### config.mk
export PLATFORM = sky130hd
export DESIGN_NAME = layers_frame_arbiter
export DESIGN_NICKNAME = d
export VERILOG_FILES = /design/src/rtl/layers_arb_pkg.sv /design/src/rtl/layers_rr_picker.sv /design/src/rtl/layers_frame_arbiter.sv
export SDC_FILE = /design/constraint.sdc
export NUM_CORES = 1
export LEC_CHECK = 0
export BUFFER_PORTS_ARGS = -buffer_cell sky130_fd_sc_hd__buf_2
export CORE_MARGIN = 8
export CORE_UTILIZATION = 41
export DETAILED_ROUTE_END_ITERATION = 16
export PLACE_DENSITY = 0.75
export SETUP_SLACK_MARGIN = 0.15
export SYNTH_ARGS = -nofsm -noshare
export SYNTH_HDL_FRONTEND = slang
export SYNTH_SLANG_ARGS = --single-unit
export TNS_END_PERCENT = 20
### constraint.sdc
create_clock -name clk_core -period 2.5 [get_ports clk_core]
set_input_delay 0 -clock clk_core [delete_from_list [all_inputs] [get_ports clk_core]]
set_output_delay 0 -clock clk_core [all_outputs]
set_load 0.01 [all_outputs]
### src/rtl/layers_arb_pkg.sv
// Shared types and constants for the frame-atomic layer arbiter.
package layers_arb_pkg;

    localparam int MAX_LAYERS = 16;
    localparam logic [7:0] ABORT_BYTE = 8'hFC;

    typedef enum logic [1:0] {
        ARB_IDLE,
        ARB_FWD,
        ARB_ABORT
    } arb_state_t;

    // Reference round-robin pick: first set bit of req at or after ptr, wrapping over n layers.
    function automatic logic [MAX_LAYERS-1:0] rr_pick(
        input logic [MAX_LAYERS-1:0] req,
        input logic [3:0]            ptr,
        input int unsigned           n
    );
        logic [MAX_LAYERS-1:0] g;
        logic                  found;
        int unsigned           idx;
        g     = '0;
        found = 1'b0;
        for (int unsigned k = 0; k < MAX_LAYERS; k++) begin
            idx = (32'(ptr) + k) % n;
            if (k < n && !found && req[idx[3:0]]) begin
                g[idx[3:0]] = 1'b1;
                found       = 1'b1;
            end
        end
        return g;
    endfunction

endpackage

### src/rtl/layers_rr_picker.sv
// Combinational round-robin picker: rotate request by ptr, isolate lowest bit, rotate back.
// Zero latency; no flow control of its own.
module layers_rr_picker #(
    parameter int LAYER_COUNT = 5,
    parameter int PTR_W       = (LAYER_COUNT > 1) ? $clog2(LAYER_COUNT) : 1
) (
    input  logic [LAYER_COUNT-1:0] req,
    input  logic [PTR_W-1:0]       ptr,
    output logic [LAYER_COUNT-1:0] grant
);

    logic [LAYER_COUNT-1:0] rot;
    logic [LAYER_COUNT-1:0] lowest;

    // ptr is always < LAYER_COUNT, so the two shifts form a clean rotation.
    assign rot    = (req >> ptr) | (req << (LAYER_COUNT - ptr));
    assign lowest = rot & (~rot + 1'b1);
    assign grant  = (lowest << ptr) | (lowest >> (LAYER_COUNT - ptr));

endmodule

### src/rtl/layers_frame_arbiter.sv
// Frame-atomic round-robin arbiter of per-layer byte streams; 1 idle cycle per grant, then pass-through.
// Backpressure passes combinationally to the granted layer only. Watchdog under LAYERS_ARB_WATCHDOG_EN.
module layers_frame_arbiter
    import layers_arb_pkg::*;
#(
    parameter int LAYER_COUNT = 5,
    parameter int TIMEOUT_W   = 16
) (
    input  logic                     clk_core,
    input  logic                     clk_core_rst,
    input  logic [LAYER_COUNT*8-1:0] s_axis_tdata,
    input  logic [LAYER_COUNT-1:0]   s_axis_tvalid,
    input  logic [LAYER_COUNT-1:0]   s_axis_tlast,
    output logic [LAYER_COUNT-1:0]   s_axis_tready,
    output logic [7:0]               m_axis_tdata,
    output logic [7:0]               m_axis_tdest,
    output logic                     m_axis_tlast,
    output logic                     m_axis_tvalid,
    input  logic                     m_axis_tready,
    input  logic [LAYER_COUNT-1:0]   cfg_layer_enable,
    input  logic [TIMEOUT_W-1:0]     cfg_timeout_cycles,
    output logic [LAYER_COUNT-1:0]   status_grant,
    output logic                     status_busy,
    output logic                     stat_frame_done,
    output logic                     stat_frame_abort
);

    localparam int PTR_W = (LAYER_COUNT > 1) ? $clog2(LAYER_COUNT) : 1;

    arb_state_t             state_q, state_d;
    logic [LAYER_COUNT-1:0] grant_q, grant_d;
    logic [PTR_W-1:0]       gidx_q, gidx_d;
    logic [PTR_W-1:0]       rr_ptr_q, rr_ptr_d;
    logic [LAYER_COUNT-1:0] req;
    logic [LAYER_COUNT-1:0] pick;
    logic [PTR_W-1:0]       pick_idx;
    logic [PTR_W-1:0]       next_ptr;
    logic                   sel_vld;
    logic                   sel_last;
    logic [7:0]             sel_dat;
    logic                   wd_fire;

    assign req = s_axis_tvalid & cfg_layer_enable;

    layers_rr_picker #(
        .LAYER_COUNT (LAYER_COUNT),
        .PTR_W       (PTR_W)
    ) u_picker (
        .req   (req),
        .ptr   (rr_ptr_q),
        .grant (pick)
    );

    always_comb begin
        pick_idx = '0;
        for (int i = 0; i < LAYER_COUNT; i++) begin
            if (pick[i]) pick_idx = PTR_W'(i);
        end
    end

    always_comb begin
        sel_vld  = 1'b0;
        sel_last = 1'b0;
        sel_dat  = '0;
        for (int i = 0; i < LAYER_COUNT; i++) begin
            if (gidx_q == PTR_W'(i)) begin
                sel_vld  = s_axis_tvalid[i];
                sel_last = s_axis_tlast[i];
                sel_dat  = s_axis_tdata[i*8 +: 8];
            end
        end
    end

    assign next_ptr = (gidx_q == PTR_W'(LAYER_COUNT - 1)) ? '0 : gidx_q + 1'b1;

`ifdef LAYERS_ARB_WATCHDOG_EN
    logic [TIMEOUT_W-1:0] wd_cnt_q;

    // Counts starved cycles of the granted layer; saturates so it can never wrap past the limit.
    always_ff @(posedge clk_core) begin
        if (clk_core_rst) begin
            wd_cnt_q <= '0;
        end else if (state_q != ARB_FWD || (sel_vld && m_axis_tready)) begin
            wd_cnt_q <= '0;
        end else if (!sel_vld && wd_cnt_q != '1) begin
            wd_cnt_q <= wd_cnt_q + 1'b1;
        end
    end

    // Only abort while the source is silent, so a presented beat is never withdrawn.
    assign wd_fire = (cfg_timeout_cycles != '0) && (wd_cnt_q == cfg_timeout_cycles) && !sel_vld;
`else
    logic unused_timeout;
    assign unused_timeout = ^cfg_timeout_cycles;
    assign wd_fire        = 1'b0;
`endif

    always_comb begin
        state_d          = state_q;
        grant_d          = grant_q;
        gidx_d           = gidx_q;
        rr_ptr_d         = rr_ptr_q;
        m_axis_tvalid    = 1'b0;
        m_axis_tdata     = '0;
        m_axis_tlast     = 1'b0;
        m_axis_tdest     = '0;
        s_axis_tready    = '0;
        stat_frame_done  = 1'b0;
        stat_frame_abort = 1'b0;
        case (state_q)
            ARB_IDLE: begin
                if (|req) begin
                    grant_d = pick;
                    gidx_d  = pick_idx;
                    state_d = ARB_FWD;
                end
            end
            ARB_FWD: begin
                m_axis_tvalid = sel_vld;
                m_axis_tdata  = sel_dat;
                m_axis_tlast  = sel_last;
                m_axis_tdest  = 8'(gidx_q) + 8'd1;
                s_axis_tready = grant_q & {LAYER_COUNT{m_axis_tready}};
                if (sel_vld && m_axis_tready && sel_last) begin
                    stat_frame_done = 1'b1;
                    rr_ptr_d        = next_ptr;
                    grant_d         = '0;
                    state_d         = ARB_IDLE;
                end else if (wd_fire) begin
                    state_d = ARB_ABORT;
                end
            end
`ifdef LAYERS_ARB_WATCHDOG_EN
            ARB_ABORT: begin
                m_axis_tvalid = 1'b1;
                m_axis_tdata  = ABORT_BYTE;
                m_axis_tlast  = 1'b1;
                m_axis_tdest  = 8'(gidx_q) + 8'd1;
                if (m_axis_tready) begin
                    stat_frame_abort = 1'b1;
                    rr_ptr_d         = next_ptr;
                    grant_d          = '0;
                    state_d          = ARB_IDLE;
                end
            end
`endif
            default: begin
                state_d = ARB_IDLE;
            end
        endcase
    end

    always_ff @(posedge clk_core) begin
        if (clk_core_rst) begin
            state_q  <= ARB_IDLE;
            grant_q  <= '0;
            gidx_q   <= '0;
            rr_ptr_q <= '0;
        end else begin
            state_q  <= state_d;
            grant_q  <= grant_d;
            gidx_q   <= gidx_d;
            rr_ptr_q <= rr_ptr_d;
        end
    end

    assign status_grant = grant_q;
    assign status_busy  = (state_q != ARB_IDLE);

endmodule

==> metrics.md <==
| Metric | Value |
|---|---|
| Syn Area/Cell | `7.11 sq um` |
| Clock Tree Buf Depth | `2` |
| Final instance area | `between 2000 and 3000 sq um` |
| WS Path Type | `register to register` |
| Largest cells by area after synthesis | `dfxtp_1 13%, a21oi_1 7.5%, a211oi_1 5.2%, o211a_1 4.8%, nand2_1 4.8%` |
| Post-synthesis mux area share | `0.00605` |
| Fraction of registers with async set/reset | `0` |
| Clock Skew | `about 0.0022 ns` |
| Skew-Pair Late Insertion Delay | `0.24 ns` |
| Fin crit share | `0.997` |
| Synth Area in Compound Gates | `0.411` |
| RSZ-0062 raised after global routing | `true` |
| Tot GR Track Use | `0.190` |
| Leakage | `1.31 nW` |
| NetSw | `approximately 410 uW` |
| #FFs+latches synth | `12` |
| Cell Pwr Density | `about 380 nW/um^2` |
| Clock slew seen by the registers of the worst setup and hold paths | `0.06 ns` |
| Routed Wire Length | `7.50 mm` |
| Die ar. | `around 7000 sq um` |
| Yosys cell types | `64` |
| Initial DRC Count | `roughly 240` |
| CP Data Required Time | `2.69 ns` |
| # hold bufs at CTS | `0` |
| Fmax | `401 MHz` |
| Starting Density | `0.428` |
| Via count | `2521` |
| Sw frac | `0.393` |
| Netlist Area Pre-Place | `1860 sq um` |
| Routability cong. | `0.890` |
| Port bufs | `83` |
| Initial antenna violation count | `0` |
| First-pass GRT wire length | `11.4 mm` |
| Sequential share of power | `0.214` |
| Drt via density | `5.99` |
| Adder-Cell Fraction of Synth Area | `0.0403` |
| Status | `finished clean` |
| DP Area | `2440 sq um` |
| Primary FF master, synth | `dfxtp_1` |
| Vias in the first global route | `2341` |
| Critical Path Start Type | `register` |
| Critical Path End Type | `register` |
| CP arrival | `2.68 ns` |
| Synth top area share | `0.129` |
| Pre-CTS setup slack | `-0.0187 ns` |
| CTS tree | `yes` |
| Pint | `640 uW` |
| Core area | `roughly 4400 sq um` |
| Gate Count Post-Synth | `262` |
| Post-synth EDFFs | `0` |
| Io pins | `105` |
| Combinational fraction of design power | `0.581` |
| Wirelength per Cell | `17.8 microns` |
| Synthesis-to-layout area growth | `49.6%` |
| Largest net degree at the start of global routing | `17` |
| MaxCap Viol Count | `0` |
| Number of diodes | `0` |
| Total Nets Final | `450` |
| Total gr overflow | `0` |
| XOR/XNOR Fraction of Synth Area | `0` |
| Max-slew violations | `0` |
| CTS buffer count | `3` |
| Drt pass-1 iters | `5` |
| Clock Power Share | `0.206` |
| Yosys Warn Count | `0` |
| DRC | `0` |
| DPL Wire Length | `5.28 mm` |
| Final Hold Viols | `0` |
| Worst vdd ir | `263 uV` |
| Layout cells sized above 1 | `0.474` |
| Final core utilization | `0.640` |
| Standard-cell rows | `24` |
| Number of routed nets with antenna violations | `0` |
| Area leader, netlist | `dfxtp_1` |
| Crit path time final | `2.49 ns` |
| Width of the die | `83.4 microns` |
| CTS sink count | `12` |
| Simple-gate area share of the yosys netlist | `0.315` |
| Die height | `83.4 microns` |
| Critical-path maximum fanout | `15` |
| H-tree levels | `1` |
| Fin worst setup slack | `0.00757 ns` |
| Root buffer cell | `clkbuf_8` |
| Min-delay worst type | `input pin to register` |
| Sequential element share of the synthesized area | `0.129` |
| Combinational family with the most area after synthesis | `compound AO/OA/AOI/OAI gates` |
| Endpoints failing setup | `0` |
==> metrics by stage <==
| stage | hold slack, ns | power, mW | instances | TNS, ns |
|---|---|---|---|---|
| finish | 0.103 | 1.05 | 421 | 0 |
| global route | 0.107 | 1.12 | 421 | -0.120 |
| CTS | 0.0846 | 1.01 | 415 | 0 |
| detailed placement | 0.329 | 0.764 | 404 | -0.0247 |
| global placement | 0.330 | 0.754 | 404 | 0 |
| floorplan | 0.0793 | 0.568 | 266 | 0 |
==> power by group through the flow <==
stage                     Sequential [mW]  Clock, mW  Combinational, mW
after floorplan                     0.225          0              0.343
after global placement              0.228          0              0.526
after detailed placement            0.228          0              0.536
after CTS                           0.223      0.222              0.566
after global routing                0.227      0.230              0.665
final                               0.225      0.217              0.612
==> metal layers <==
layer | wire [microns] | global-route usage | up-vias
li1 | - | - | 1197
met1 | 2940 | 0.218 | 1153
met2 | 3710 | 0.339 | 154
met3 | 729 | 0.0566 | 17
met4 | 114 | 0.0335 | 0
met5 | 0 | 0 | -
==> worst paths after layout <==
path,from,endpoint,slack (ns),depth (start not counted)
setup reg to reg,rr_ptr_q[0],gidx_q[0],0.008,11
setup / recovery,rr_ptr_q[0],gidx_q[0],0.008,11
hold / removal,clk_core_rst,rr_ptr_q[1],0.10,2
hold reg to reg,status_grant[2],status_grant[2],0.49,2
==> flip-flops by register name, summed over array words and instances (netlist names) <==
signal,cells
status_grant,5
gidx_q,3
rr_ptr_q,3
state_q,1
==> final cells by class <==
type                    count  area, sq um
multi-input cells         220         1610
repair buffers            123          764
well taps                  52         65.1
fillers                   384         1570
clock buffers               4         55.1
flip-flops and latches     12          250
inverters                  10         40.0
==> what timing repair did <==
action,in CTS,in global routing
gates resized for setup,12,22
buffers inserted,6,6
endpoints found under the setup margin,8,14
cloned,1,0
hold endpoints to repair,0,0
pin swaps,8,16
==> cells by family after synthesis <==
group,Yosys count
muxes,1
buffers and inverters,34
AOI/OAI and AO/OA,102
adders and majority gates,6
and+or+nand+nor,106
DFF,12
other,1
==> worst max-delay path, cell delays in order (launching register included) <==
cell	delay, ns
dfxtp_4	0.36
buf_12	0.15
and2b_4	0.18
a22oi_2	0.23
a32oi_2	0.20
buf_4	0.18
nor3b_2	0.21
a2bb2oi_2	0.09
mux2_2	0.31
o22a_1	0.21
o21ai_1	0.15
o211a_1	0.16
==> synthesized netlist by cell type (2+ instances only) <==
cell       n
a21oi_2    2
a21o_1     2
o21a_1     2
buf_2      2
nor2_1    23
a31oi_1    3
nand4_1    2
a21oi_1   28
nand3_2    2
o22a_1     2
nand3_1   13
and3_1     6
nand3b_1   3
a221oi_2   2
o211a_1    9
a211oi_1  13
ha_1       6
clkbuf_1  11
inv_1      9
o21ai_0    7
o21ai_1    5
nand4b_1   4
nand2b_1   4
buf_4      5
a31o_2     2
nor2b_1    4
dfxtp_1   12
nor3_1     6
and2_1     2
a22oi_1   10
nor3b_2    2
buf_6      4
nand2_1   24
==> cells in the final DEF, fill, tap and decap left out, types with 4 or more instances in the layout <==
cell type and count:
ha_1 5, a211oi_1 11, o21ai_0 6, o21ai_1 4
o211a_1 9, a21oi_2 8, buf_2 83, nor3_1 5
clkbuf_8 4, buf_4 35, nand3_1 12, nand4b_1 4
and3_1 6, a22oi_1 10, conb_1 5, inv_1 9
nor2_1 23, nand2_1 24, dfxtp_1 8, a21oi_1 22
Note: power is estimated with default switching activity, not from simulation.
